===== src/rtl/trdb_stream_arbiter_if.sv =====
// Stream arbiter bus: trace packet source, software dump source, flush
// control and the registered output stream toward the packet streamer.
interface trdb_stream_arbiter_if #(
    parameter int XLEN = 32
);
    // Trace packet source
    logic [XLEN-1:0] pkt_word_i;
    logic            pkt_valid_i;
    logic            pkt_last_i;
    logic            pkt_grant_o;
    // Software dump source
    logic [XLEN-1:0] sw_word_i;
    logic            sw_valid_i;
    logic            sw_grant_o;
    // Flush control
    logic            flush_i;
    logic            flush_confirm_o;
    // Output stream
    logic [XLEN-1:0] out_word_o;
    logic            out_src_o;
    logic            out_last_o;
    logic            out_valid_o;
    logic            out_ready_i;

    // Arbiter side
    modport slave (
        input  pkt_word_i, pkt_valid_i, pkt_last_i,
        output pkt_grant_o,
        input  sw_word_i, sw_valid_i,
        output sw_grant_o,
        input  flush_i,
        output flush_confirm_o,
        output out_word_o, out_src_o, out_last_o, out_valid_o,
        input  out_ready_i
    );

    // Environment side (sources, control register, streamer)
    modport master (
        output pkt_word_i, pkt_valid_i, pkt_last_i,
        input  pkt_grant_o,
        output sw_word_i, sw_valid_i,
        input  sw_grant_o,
        output flush_i,
        input  flush_confirm_o,
        input  out_word_o, out_src_o, out_last_o, out_valid_o,
        output out_ready_i
    );
endinterface


===== src/rtl/trdb_stream_arbiter.sv =====
// Merges trace packets (priority) and software dump words into one stream.
// Multi-word packets are kept atomic, software starvation is bounded by
// SW_STARVE_LIMIT complete packets, and flushes are confirmed with a pulse
// once both sources and the output register are empty.
module trdb_stream_arbiter #(
    parameter int XLEN            = 32,
    parameter int SW_STARVE_LIMIT = 4
) (
    input  logic                  clk_i,
    input  logic                  rst_ni,
    trdb_stream_arbiter_if.slave  bus
);

    typedef enum logic [1:0] {
        S_IDLE  = 2'd0,
        S_PKT   = 2'd1,
        S_DRAIN = 2'd2,
        S_ACK   = 2'd3
    } state_e;

    localparam logic [7:0] STARVE_LIMIT = 8'(SW_STARVE_LIMIT);

    state_e          state_q, state_d;
    logic [7:0]      starve_cnt_q, starve_cnt_d;
    logic [XLEN-1:0] out_word_q, out_word_d;
    logic            out_src_q, out_src_d;
    logic            out_last_q, out_last_d;
    logic            out_valid_q, out_valid_d;
    logic            flush_confirm_q, flush_confirm_d;

    logic            load_en;
    logic            starve_hit;
    logic            pkt_grant;
    logic            sw_grant;

    // Output register can take a word when empty or being drained this cycle.
    assign load_en    = ~out_valid_q | bus.out_ready_i;
    assign starve_hit = bus.sw_valid_i && (starve_cnt_q == STARVE_LIMIT);

    // Arbitration and next-state logic; grants only fire when load_en is set.
    always_comb begin
        pkt_grant = 1'b0;
        sw_grant  = 1'b0;
        state_d   = state_q;
        case (state_q)
            S_IDLE, S_DRAIN: begin
                if (starve_hit) begin
                    sw_grant = load_en;
                end else if (bus.pkt_valid_i) begin
                    pkt_grant = load_en;
                    // A multi-word packet locks the output until its last word.
                    if (load_en && !bus.pkt_last_i) begin
                        state_d = S_PKT;
                    end
                end else if (bus.sw_valid_i) begin
                    sw_grant = load_en;
                end else if (state_q == S_IDLE) begin
                    if (bus.flush_i) begin
                        state_d = S_DRAIN;
                    end
                end else if (!out_valid_q || bus.out_ready_i) begin
                    // Sources idle and output empties this cycle: confirm.
                    state_d = S_ACK;
                end
            end
            S_PKT: begin
                if (bus.pkt_valid_i) begin
                    pkt_grant = load_en;
                    if (load_en && bus.pkt_last_i) begin
                        state_d = S_IDLE;
                    end
                end
            end
            S_ACK: begin
                state_d = S_IDLE;
            end
            default: begin
                state_d = S_IDLE;
            end
        endcase
        // Sources must never see a grant while the block is held in reset.
        if (!rst_ni) begin
            pkt_grant = 1'b0;
            sw_grant  = 1'b0;
        end
    end

    // Count complete packets that went ahead of a waiting software word.
    always_comb begin
        starve_cnt_d = starve_cnt_q;
        if (!bus.sw_valid_i || sw_grant) begin
            starve_cnt_d = 8'd0;
        end else if (pkt_grant && bus.pkt_last_i && (starve_cnt_q != STARVE_LIMIT)) begin
            starve_cnt_d = starve_cnt_q + 8'd1;
        end
    end

    // Output register load: granted word, or bubble when drained with no grant.
    always_comb begin
        out_word_d      = out_word_q;
        out_src_d       = out_src_q;
        out_last_d      = out_last_q;
        out_valid_d     = out_valid_q;
        flush_confirm_d = (state_d == S_ACK);
        if (load_en) begin
            out_valid_d = pkt_grant | sw_grant;
            if (pkt_grant) begin
                out_word_d = bus.pkt_word_i;
                out_src_d  = 1'b0;
                out_last_d = bus.pkt_last_i;
            end else if (sw_grant) begin
                out_word_d = bus.sw_word_i;
                out_src_d  = 1'b1;
                out_last_d = 1'b1;
            end
        end
    end

    // State, counter and output registers.
    always_ff @(posedge clk_i or negedge rst_ni) begin
        if (!rst_ni) begin
            state_q         <= S_IDLE;
            starve_cnt_q    <= 8'd0;
            out_word_q      <= '0;
            out_src_q       <= 1'b0;
            out_last_q      <= 1'b0;
            out_valid_q     <= 1'b0;
            flush_confirm_q <= 1'b0;
        end else begin
            state_q         <= state_d;
            starve_cnt_q    <= starve_cnt_d;
            out_word_q      <= out_word_d;
            out_src_q       <= out_src_d;
            out_last_q      <= out_last_d;
            out_valid_q     <= out_valid_d;
            flush_confirm_q <= flush_confirm_d;
        end
    end

    assign bus.pkt_grant_o     = pkt_grant;
    assign bus.sw_grant_o      = sw_grant;
    assign bus.flush_confirm_o = flush_confirm_q;
    assign bus.out_word_o      = out_word_q;
    assign bus.out_src_o       = out_src_q;
    assign bus.out_last_o      = out_last_q;
    assign bus.out_valid_o     = out_valid_q;

endmodule

===== src/flat_wrapper.sv =====
// flat-port wrapper written by rule: the top's interface ports become plain ports
module trdb_stream_arbiter_flat 
#(
    parameter int XLEN            = 32,
    parameter int SW_STARVE_LIMIT = 4
)
  (clk_i, rst_ni, bus_pkt_word_i, bus_pkt_valid_i, bus_pkt_last_i, bus_pkt_grant_o, bus_sw_word_i, bus_sw_valid_i, bus_sw_grant_o, bus_flush_i, bus_flush_confirm_o, bus_out_word_o, bus_out_src_o, bus_out_last_o, bus_out_valid_o, bus_out_ready_i);
  trdb_stream_arbiter_if #(.XLEN(XLEN)) bus_i ();
  input  logic clk_i;
  input  logic rst_ni;
  input wire logic [$bits(bus_i.pkt_word_i)-1:0] bus_pkt_word_i;
  input wire logic [$bits(bus_i.pkt_valid_i)-1:0] bus_pkt_valid_i;
  input wire logic [$bits(bus_i.pkt_last_i)-1:0] bus_pkt_last_i;
  output wire logic [$bits(bus_i.pkt_grant_o)-1:0] bus_pkt_grant_o;
  input wire logic [$bits(bus_i.sw_word_i)-1:0] bus_sw_word_i;
  input wire logic [$bits(bus_i.sw_valid_i)-1:0] bus_sw_valid_i;
  output wire logic [$bits(bus_i.sw_grant_o)-1:0] bus_sw_grant_o;
  input wire logic [$bits(bus_i.flush_i)-1:0] bus_flush_i;
  output wire logic [$bits(bus_i.flush_confirm_o)-1:0] bus_flush_confirm_o;
  output wire logic [$bits(bus_i.out_word_o)-1:0] bus_out_word_o;
  output wire logic [$bits(bus_i.out_src_o)-1:0] bus_out_src_o;
  output wire logic [$bits(bus_i.out_last_o)-1:0] bus_out_last_o;
  output wire logic [$bits(bus_i.out_valid_o)-1:0] bus_out_valid_o;
  input wire logic [$bits(bus_i.out_ready_i)-1:0] bus_out_ready_i;
  assign bus_i.pkt_word_i = bus_pkt_word_i;
  assign bus_i.pkt_valid_i = bus_pkt_valid_i;
  assign bus_i.pkt_last_i = bus_pkt_last_i;
  assign bus_pkt_grant_o = bus_i.pkt_grant_o;
  assign bus_i.sw_word_i = bus_sw_word_i;
  assign bus_i.sw_valid_i = bus_sw_valid_i;
  assign bus_sw_grant_o = bus_i.sw_grant_o;
  assign bus_i.flush_i = bus_flush_i;
  assign bus_flush_confirm_o = bus_i.flush_confirm_o;
  assign bus_out_word_o = bus_i.out_word_o;
  assign bus_out_src_o = bus_i.out_src_o;
  assign bus_out_last_o = bus_i.out_last_o;
  assign bus_out_valid_o = bus_i.out_valid_o;
  assign bus_i.out_ready_i = bus_out_ready_i;
  trdb_stream_arbiter #(.XLEN(XLEN), .SW_STARVE_LIMIT(SW_STARVE_LIMIT)) u_core (.clk_i(clk_i), .rst_ni(rst_ni), .bus(bus_i));
endmodule

===== config.mk =====
export PLATFORM = sky130hd
export DESIGN_NAME = trdb_stream_arbiter_flat
export DESIGN_NICKNAME = d
export VERILOG_FILES = /design/src/rtl/trdb_stream_arbiter_if.sv /design/src/rtl/trdb_stream_arbiter.sv /design/src/flat_wrapper.sv
export SDC_FILE = /design/constraint.sdc
export NUM_CORES = 1
export LEC_CHECK = 0
export BUFFER_PORTS_ARGS = -buffer_cell sky130_fd_sc_hd__buf_2
export CORE_MARGIN = 5
export CORE_UTILIZATION = 40
export CTS_CLUSTER_DIAMETER = 120
export DETAILED_ROUTE_END_ITERATION = 8
export PLACE_DENSITY = 0.74
export SETUP_SLACK_MARGIN = 0.3
export SYNTH_ARGS = -nofsm -noshare
export SYNTH_HDL_FRONTEND = slang
export SYNTH_SLANG_ARGS = --single-unit

===== constraint.sdc =====
create_clock -name clk_i -period 4.4 [get_ports clk_i]
set_input_delay 0.88 -clock clk_i [delete_from_list [all_inputs] [get_ports clk_i]]
set_output_delay 0.88 -clock clk_i [all_outputs]
set_load 0.02 [all_outputs]

# ---- Yosys cells after proc, flatten, opt, wreduce, memory -nomap -nowiden
# Index checks and enable logic that the tools add are counted.
# W data, S select, Z words.
dict set report word_totals {
  ramBits 0
  register_bits 46
  latchBits 0
  inputBits 71
  rom_bits 0
  output_inout_bits 38
  memories 0
}
dict set report classes {
  n_reduce_logical 15
  div 0
  n_addsub 1
  n_bitwise 3
  shifts 0
  n_eq_ne 6
  multipliers 0
  muxes 26
  magnitude_cmp 0
}
# cell count
set ops {}
lappend ops {{$mux W32} 2}
lappend ops {{$mux W2} 9}
lappend ops {{$mux W8} 2}
lappend ops {{$mux W1} 11}
lappend ops {{$add A8 B1 Y8 const B} 1}
lappend ops {{$eq A8 B3 Y1 const B} 1}
lappend ops {{$ne A8 B3 Y1 const B} 1}
lappend ops {{$eq A2 B2 Y1 const B} 3}
lappend ops {{$pmux W2 S3} 1}
lappend ops {{$logic_and A1 B1 Y1} 5}
lappend ops {{$reduce_bool A2 Y1} 2}
lappend ops {{$logic_not A1 Y1} 3}
lappend ops {{$eq A2 B1 Y1 const B} 1}
lappend ops {{$logic_not A2 Y1} 1}
lappend ops {{$logic_or A1 B1 Y1} 2}
lappend ops {{$or A1 B1 Y1} 2}
lappend ops {{$pmux W1 S2} 1}
lappend ops {{$reduce_and A2 Y1} 1}
lappend ops {{$reduce_or A2 Y1} 1}
lappend ops {{$not A1 Y1} 1}

# ---- Longest topological paths before layout
# Gate-level depths: netlist of run 1.
dict set report depth {
  ltp_word 10
  depth_mapped 9
  mapped_depth_nobuf 6
}

# ---- Worst setup path after synthesis of run 1
# No wires, ideal clock.
dict set report synth_path {
  kind {input-to-output}
  from {in rst_ni}
  to {out bus_pkt_grant_o}
  t_arrival_ns 2.101
  path_stages 6
  slack_ns 1.419
  required_ns 3.520
  path_cell_list {a21boi_0 > nand3_1 > or2_1 > buf_2 > buf_2 > inv_1}
}
dict set report synth_via {
  elab_chain_len 1
}
# element line
set synth_lines {}
lappend synth_lines {{start: declaration} flat_wrapper.sv:10} ;# input logic rst_ni;
lappend synth_lines {{$mux W1} trdb_stream_arbiter.sv:82} ;# if (!rst_ni) begin
lappend synth_lines {{end: declaration} flat_wrapper.sv:14} ;# output wire logic [$bits(bus_i.pkt_grant_o)-1:0] bus_pkt_grant_o;
# Every way passes these cells.

# ---- Final worst setup path of run 1
dict set report layout_path {
  from {reg u_core.starve_cnt_q[0]}
  to {out bus_sw_grant_o}
}
dict set report layout_via {
  elab_chain_len 5
}
# element line
set layout_lines {}
lappend layout_lines {{start: declaration} trdb_stream_arbiter.sv:24} ;# logic [7:0] starve_cnt_q, starve_cnt_d;
lappend layout_lines {{start signal: assignment} trdb_stream_arbiter.sv:131} ;# starve_cnt_q <= starve_cnt_d;
lappend layout_lines {{$eq A8 B3 Y1} trdb_stream_arbiter.sv:38} ;# assign starve_hit = bus.sw_valid_i && (starve_cnt_q == STARVE_LIMIT);
lappend layout_lines {{$logic_and A1 B1 Y1} trdb_stream_arbiter.sv:38}
lappend layout_lines {{$mux W1} trdb_stream_arbiter.sv:47} ;# if (starve_hit) begin
lappend layout_lines {{$mux W1} trdb_stream_arbiter.sv:45} ;# case (state_q)
lappend layout_lines {{$mux W1} trdb_stream_arbiter.sv:82}
lappend layout_lines {{end: declaration} flat_wrapper.sv:17} ;# output wire logic [$bits(bus_i.sw_grant_o)-1:0] bus_sw_grant_o;
# Every way passes these cells.

==> results.ini, run 1 <==
[run_status]
outcome = completed

[synthesis]
synth_fa_ha_area_frac = 0.009828
synth_xor_area_frac = 0
yosys.area_share.simple = 0.2595
yosysSeqAreaShare = 0.4521
synth_top_family_by_area = simple AND/OR/NAND/NOR gates
synth-edff-count = 0
synth.distinct_cells = 35
synth.avg_cell_area_um2 = 9.225
synth-compound-area-share = 0.2182
syn_nets = 349
yosysWarnings = 0
netlist_area_mm2 = 0.002546
synthCells = 276
synthFlopType = dfrtp_1
yosys-mux-area-fraction = 0
synth-async-reset-ratio = 1.000
synth_seq_cells = 46

[sta]
final-setup-viol-count = 0
tns_ns = 0
clock_skew_ns = 0.006703
min_period_ns = 3.282
max_freq_ghz = 0.3047
rsz0062_at_grt = no
finalMaxSlewViolations = 0
slew_headroom = 0.5977
hold_viol = 0
fin_crit_sh = 0.7458
tightestPinTransition_ns = 0.6035

[cts]
cts_tree = yes
hold_buffers = 0
clk_pin_slew_ns = 0.08
post-cts-setup-buffer-count = 0
clock-root-buffer = clkbuf_8
clockBufferDepth = 2
numCtsBuffers = 5
clock_sinks = 46
htree_num_levels = 2
insertion_delay_ns = 0.29
cts_resized = 0

[die]
fp.dieArea_mm2 = 0.008061
fp.dieW_um = 89.79
start_util = 0.4056
coreArea_mm2 = 0.006277
die_h_um = 89.79
row_count = 29
ios = 109

[setup_path]
crit_fanout = 68
startpoint_type = register
r2r_cells = 6
setup.worst_path.class = register to primary output
endpoint_kind = primary output
cp.arrival_ns = 2.40
critPathRequiredTime_ns = 3.52

[route]
met3_length_um = 422
wirelength_mm = 7.018
drc = 0
wl_met1_mm = 3.027
drtAntennaViolNets = 0
via_count = 2526
dr.pass1.iters = 4
dr.max_layer_used = met4
wl_per_cell_um = 15.77
viasPerCell = 5.676
initialDrtViolationCount = 100
dr_wl_met2_mm = 3.477

[power]
ir_worst_vdd_v = 0.0001775
power_density_mw_per_mm2 = 421.9
p_leak_nw = 1.337

[global_routing]
grt.total_usage = 0.1730
grt_first_pass_wirelength_mm = 11.90
antenna_found_initial = 0
grt_pass1_vias = 2471
overflow = 0
grt_max_degree = 69

[flow_run]
cap_violations = 0

[hold_path]
hp-class = register to register
hold_depth = 1

[final_layout]
stdcell_count = 445
design_area_mm2 = 0.003181
diodes = 0
drive_gt1_frac = 0.3614
nNetsFinal = 440
syn_to_final_growth_pct = 24.91

[place]
place.gp.congestion = 0.7670
hpwlAfterDp_mm = 4.818
dpl.cell_count = 437
portBuffers = 108
dpl-instance-area_mm2 = 0.003094

[routing by layer]
layer | vias to the layer above | global-route usage
li1 | 1219 | -
met1 | 1220 | 0.2243
met2 | 81 | 0.2890
met3 | 6 | 0.04007
met4 | 0 | 0.04660
met5 | - | 0
[metrics by stage]
stage / util / power, mW / hold slack, ns / setup WS, ns
CTS: 0.5067 / 1.359 / 0.5093 / 1.110
floorplan: - / 0.9077 / 0.5176 / 1.419
finish: 0.5067 / 1.342 / 0.5070 / 1.118
detailed placement: 0.4929 / 1.103 / 0.4864 / 1.452
global route: 0.5067 / 1.432 / 0.5254 / 0.9790
global placement: 0.4929 / 1.093 / 0.4807 / 1.530
[where the power goes]
group | switching, mW | internal [mW]
Clock | 0.139 | 0.112
Combinational | 0.313 | 0.183
Sequential | 0.0655 | 0.530
Total | 0.517 | 0.825
[cell type report]
type | instances | area [um^2]
Fill cell | 607 | 3097
Clock buffer | 6 | 72.57
Clock inverter | 2 | 13.76
Timing Repair Buffer | 113 | 578.1
Multi-Input combinational cell | 195 | 1246
Inverter | 6 | 22.52
Sequential cell | 46 | 1151
Tap cell | 77 | 96.34
[logic make-up after synthesis]
family          Yosys count
flops                    46
fa+ha+maj                 2
buf+inv                  35
simple gates             98
compound gates           95
[final timing paths]
| path | to | slack [ns] | start |
|---|---|---|---|
| min reg2reg | u_core.bus.out_src_o | 0.51 | u_core.bus.out_src_o |
| min | u_core.bus.out_src_o | 0.51 | u_core.bus.out_src_o |
| max | bus_sw_grant_o | 1.12 | u_core.starve_cnt_q[0] |
| min in group asynchronous | u_core.bus.flush_confirm_o | 0.70 | rst_ni |
| max in group asynchronous | u_core.starve_cnt_q[4] | 3.30 | rst_ni |
| max reg2reg | u_core.bus.out_word_o[23] | 1.92 | u_core.starve_cnt_q[0] |
[cells in the final DEF (no fill, tap or decap), types with 3 or more instances in the layout]
cell type / n
buf_2: 108
dfrtp_1: 46
o21ai_0: 40
a31oi_1: 34
nor3_1: 34
or3b_1: 24
a21oi_1: 10
or3b_2: 9
inv_1: 6
nand3_1: 5
clkbuf_8: 5
buf_4: 5
nand2b_1: 3
nand2_1: 3
nand4_1: 3
or3_1: 3
or4_1: 3
[worst max-delay path, cell delays in order, from the launching register on]
cell and delay, ns:
dfrtp_1 0.44, inv_1 0.10, ha_1 0.14, or4b_1 0.56, o21a_4 0.43, nor2_1 0.23
buf_2 0.19
[sequential cells by signal, indices dropped and copies added (netlist names)]
register,flops
u_core.bus.out_word_o,32
u_core.starve_cnt_q,8
u_core.state_q,2
u_core.bus.flush_confirm_o,1
u_core.bus.out_last_o,1
u_core.bus.out_src_o,1
u_core.bus.out_valid_o,1
[cell usage after synthesis, types with 2 or more instances]
| cell type | number | area share |
|---|---|---|
| a21oi_1 | 10 | 0.020 |
| a31oi_1 | 34 | 0.084 |
| and4_1 | 2 | 0.0069 |
| buf_2 | 6 | 0.012 |
| buf_6 | 2 | 0.0088 |
| clkbuf_1 | 21 | 0.031 |
| dfrtp_1 | 46 | 0.45 |
| ha_1 | 2 | 0.0098 |
| inv_1 | 6 | 0.0088 |
| nand2_1 | 3 | 0.0044 |
| nand2b_1 | 3 | 0.0074 |
| nand3_1 | 6 | 0.012 |
| nand4_1 | 3 | 0.0074 |
| nor2_1 | 2 | 0.0029 |
| nor2b_1 | 2 | 0.0049 |
| nor3_1 | 34 | 0.067 |
| o21a_1 | 2 | 0.0059 |
| o21ai_0 | 40 | 0.079 |
| or3_1 | 3 | 0.0074 |
| or3b_1 | 24 | 0.083 |
| or3b_2 | 9 | 0.031 |
| or4_1 | 3 | 0.0088 |
(Power assumes the default switching activity.)
==> run 2: changes to the inputs <==
Settings changed: PLACE_DENSITY 0.74 to 0.77.
Clock period 4.4 ns to 2.9 ns, I/O delays scaled along.
==> run 2 against run 1 <==
Compared with the run above: via count increased by 3.6%; clock skew increased by 0.0038 ns; combinational power increased by 54%; largest cell class unchanged; first-iteration DRC count increased by 140%; register-to-register slack got worse by 1.4 ns; critical endpoint is now bus_pkt_grant_o.
==> results.ini, run 2 (synthesis gave the netlist of run 1 again) <==
[run_status]
outcome = completed

[sta]
clock_skew_ns = 0.01046
hold_viol = 0
min_period_ns = 2.557
slew_headroom = 0.6010
max_freq_ghz = 0.3910
tightestPinTransition_ns = 0.5946
finalMaxSlewViolations = 0
tns_ns = 0
rsz0062_at_grt = yes
fin_crit_sh = 0.8818
holdWs_ns = 0.4180
final-setup-viol-count = 0

[global_routing]
grt_max_degree = 48
grt_pass1_vias = 2743
overflow = 0
antenna_found_initial = 0
grt_first_pass_wirelength_mm = 12.99
grt.total_usage = 0.1916

[route]
drtAntennaViolNets = 0
viasPerCell = 5.764
via_count = 2617
initialDrtViolationCount = 241
drc = 0
wl_per_cell_um = 17.10
dr.pass1.iters = 4
wirelength_mm = 7.764

[cts]
cts_tree = yes
clk_pin_slew_ns = 0.09
clock-root-buffer = clkbuf_8
htree_num_levels = 2
clock_sinks = 46
clockBufferDepth = 2
insertion_delay_ns = 0.30
numCtsBuffers = 5

[setup_path]
ff2ff_setup_slack_ns = 0.51
crit_fanout = 6
cp_cell_sequence = inv_1 > ha_1 > or4b_4 > nor4_4 > or2_1 > inv_1 > buf_2
slowest_stage = or4b_4
endpoint_kind = primary output
crit_top_cell = inv_1
critPathRequiredTime_ns = 2.32
cp.arrival_ns = 1.98
critical-path-max-stage-delay_ns = 0.51
startpoint_type = register
r2r_end = u_core.bus.out_word_o[18]
worstReg2RegStart = u_core.starve_cnt_q[1]
r2r_cells = 8
setup.worst_path.class = register to primary output

[die]
fp.dieArea_mm2 = 0.008061
coreArea_mm2 = 0.006277
row_count = 29
die_h_um = 89.79
ios = 109
start_util = 0.4056
fp.dieW_um = 89.79

[final_layout]
diodes = 0
fin_util = 0.5232
largest_reg_flops = 32
syn_to_final_growth_pct = 28.99
nNetsFinal = 449
drive_gt1_frac = 0.3846
final_common_cell = buf_2
final_cell_mix = buf_2, dfrtp_1, o21ai_0

[place]
portBuffers = 108
hpwlAfterDp_mm = 5.144
place.gp.congestion = 0.8693

[power]
p_leak_nw = 1.381
power_density_mw_per_mm2 = 658.4
ir_worst_vdd_v = 0.0003181

[flow_run]
cap_violations = 0

[hold_path]
hp-class = primary input to asynchronous set/reset pin

==> run 2: changes by cell type in the layout (fill, tap and decap cells not counted), sizes merged <==
| cell | change |
|---|---|
| clkinvlp | +1 |
| bufinv | +1 |
| o21a | +2 |
| clkinv | -2 |
| buf | +7 |
==> run 2: critical path: cells and delay by family (launching register included) <==
kind | cells | cell delay, ns
and+or+nand+nor | 3 | 0.84
DFF | 1 | 0.45
buffers and inverters | 3 | 0.27
adders and majority gates | 1 | 0.12
==> run 2: timing repair <==
item	in CTS	in global routing
gates resized for setup	1	2
pin swaps	1	1
buffers inserted	2	3
setup endpoints to repair	2	2
hold buffers	0	0
cloned	2	0
==> run 2: cell type report <==
type,instances,area [um^2]
Sequential cell,46,1152
Fill cell,607,2993
Clock buffer,6,72.57
Multi-Input combinational cell,197,1270
Inverter,6,22.52
Clock inverter,2,37.54
Tap cell,77,96.34
Timing Repair Buffer,120,633.1
==> run 2: how the worst max path moves through the flow <==
stage	from	endpoint	cells past startpoint
CTS	u_core.starve_cnt_q[1]	bus_pkt_grant_o	7
global route	u_core.starve_cnt_q[1]	bus_pkt_grant_o	7
detailed placement	u_core.starve_cnt_q[0]	bus_sw_grant_o	6
floorplan	u_core.starve_cnt_q[0]	bus_pkt_grant_o	9
finish	u_core.starve_cnt_q[1]	bus_pkt_grant_o	7
global placement	u_core.starve_cnt_q[0]	bus_sw_grant_o	6
==> run 2: where the power goes <==
group	internal [mW]	switching, mW
clock network	0.257	0.224
logic	0.288	0.479
registers	0.804	0.111
==> run 2: layer usage <==
metal	vias to the layer above	wire, um	global-route usage
met5	-	0	0
met4	0	111	0.06423
met3	10	566	0.04758
met2	105	3745	0.3012
met1	1259	3340	0.2573
li1	1243	-	-
==> run 2: per-stage QoR <==
| step | total power, mW | cell area, um^2 | setup slack, ns | cells |
|---|---|---|---|---|
| after floorplan | 1.378 | 2549 | 0.3177 | 276 |
| after CTS | 2.171 | 3258 | 0.3224 | 451 |
| final | 2.162 | 3284 | 0.3427 | 454 |
| after global routing | 2.285 | 3284 | 0.2250 | 454 |
| after detailed placement | 1.686 | 3112 | 0.3643 | 439 |
| after global placement | 1.666 | 3112 | 0.4086 | 439 |
==> run 3: changes to the inputs <==
Settings changed: MAX_ROUTING_LAYER set to met4.
==> run 3 against run 2 <==
Compared with the run above: register-to-register slack hardly changed; sequential share of layout area hardly changed; die area stayed put; combinational power hardly changed; first-iteration DRC count is 9.5% higher; fmax is 0.22% higher; utilization hardly changed; largest cell class unchanged.
==> results.ini, run 3 (synthesis gave the netlist of run 1 again) <==
[run_status]
outcome = completed

[sta]
max_freq_ghz = 0.3919
tightestPinTransition_ns = 0.5813
setup_ws_ns = 0.3483
tns_ns = 0
clock_skew_ns = 0.006719
slew_headroom = 0.6125
finalMaxSlewViolations = 0
final-setup-viol-count = 0
min_period_ns = 2.552
rsz0062_at_grt = yes
hold_viol = 0
fin_crit_sh = 0.8799

[final_layout]
seqCellArea_mm2 = 0.001152
drive_gt1_frac = 0.3846
largest_reg_flops = 32
final_common_cell = buf_2
diodes = 0
final_cell_mix = buf_2, dfrtp_1, o21ai_0
fillers = 608
nNetsFinal = 449
multi_input_area_mm2 = 0.001270
syn_to_final_growth_pct = 28.89

[die]
row_count = 29
coreArea_mm2 = 0.006277
start_util = 0.4056
fp.dieW_um = 89.79
die_h_um = 89.79
fp.dieArea_mm2 = 0.008061
ios = 109

[cts]
clockBufferDepth = 2
clock_sinks = 46
clk_pin_slew_ns = 0.09
cts_tree = yes
insertion_delay_ns = 0.30
clock-root-buffer = clkbuf_8
numCtsBuffers = 5
htree_num_levels = 2
hold_buffers = 0

[place]
place.gp.congestion = 0.8834
hpwlAfterDp_mm = 5.144
portBuffers = 108
place_ws_ns = 0.3643

[setup_path]
critical-path-max-stage-delay_ns = 0.50
cp_top_family = simple AND/OR/NAND/NOR gates
startpoint_type = register
crit_fanout = 6
worstReg2RegStart = u_core.starve_cnt_q[1]
critPathRequiredTime_ns = 2.32
slowest_stage = or4b_4
startpoint = u_core.starve_cnt_q[1]
cp.arrival_ns = 1.97
critPathBufInv = 3
setup.worst_path.class = register to primary output
crit_top_cell = inv_1
endpoint_kind = primary output
cp_cell_sequence = inv_1 > ha_1 > or4b_4 > nor4_4 > or2_1 > inv_1 > buf_2

[flow_run]
cap_violations = 0

[global_routing]
grt_max_degree = 48
overflow = 0
antenna_found_initial = 0
grt.total_usage = 0.1966
grt_pass1_vias = 2741
grt_first_pass_wirelength_mm = 12.97

[route]
wl_met1_mm = 3.434
via_count = 2629
wirelength_mm = 7.826
wl_per_cell_um = 17.24
dr.pass1.iters = 5
viasPerCell = 5.791
drc = 0
initialDrtViolationCount = 264
drtAntennaViolNets = 0
dr_wl_met2_mm = 3.760
dr.max_layer_used = met4
met3_length_um = 529

[power]
ir_worst_vdd_v = 0.0003187
power.total_mw = 2.162
power_density_mw_per_mm2 = 658.7
p_leak_nw = 1.381

[hold_path]
hp-class = primary input to asynchronous set/reset pin

==> run 3: layout make-up <==
cell class / count / area share
clock buffer: 6 / 0.02211
clock inverter: 2 / 0.01144
inverter: 6 / 0.006862
multi-input combinational: 197 / 0.3870
sequential: 46 / 0.3511
tap: 77 / 0.02936
timing repair buffer: 120 / 0.1921
==> run 3: path summary, 6_finish.rpt <==
kind / endpoint / slack (ns) / depth (start not counted)
max: bus_pkt_grant_o / 0.35 / 7
min: u_core.bus.flush_confirm_o / 0.42 / 2
max reg2reg: u_core.bus.out_word_o[18] / 0.51 / 8
min reg2reg: u_core.bus.out_last_o / 0.49 / 1
max in group asynchronous: u_core.starve_cnt_q[1] / 2.07 / 2
min in group clk_i: u_core.bus.out_last_o / 0.49 / 1
==> run 3: metrics by stage <==
step	area, um^2	std cells	hold slack (ns)	utilization
finish	3282	454	0.4194	0.5228
global route	3282	454	0.4772	0.5228
CTS	3258	451	0.4369	0.5190
detailed placement	3112	439	0.4808	0.4957
global placement	3112	439	0.4696	0.4957
floorplan	2549	276	0.2844	-
==> run 3: report_power, final <==
group          internal, mW  switching [mW]
registers             0.804           0.111
logic                 0.287           0.479
clock network         0.257           0.223
total                  1.35           0.813
==> run 3: per-layer routing <==
metal	GRT usage	vias up
met5	-	-
li1	-	1239
met1	0.2600	1264
met3	0.04174	12
met4	0.06423	0
met2	0.3012	114
==> run 3: timing repair <==
action | 4_1_cts | 5_1_grt
pin swaps | 1 | 1
gates resized for setup | 1 | 1
cloned | 2 | 0
setup endpoints to repair | 2 | 2
buffers inserted | 2 | 3
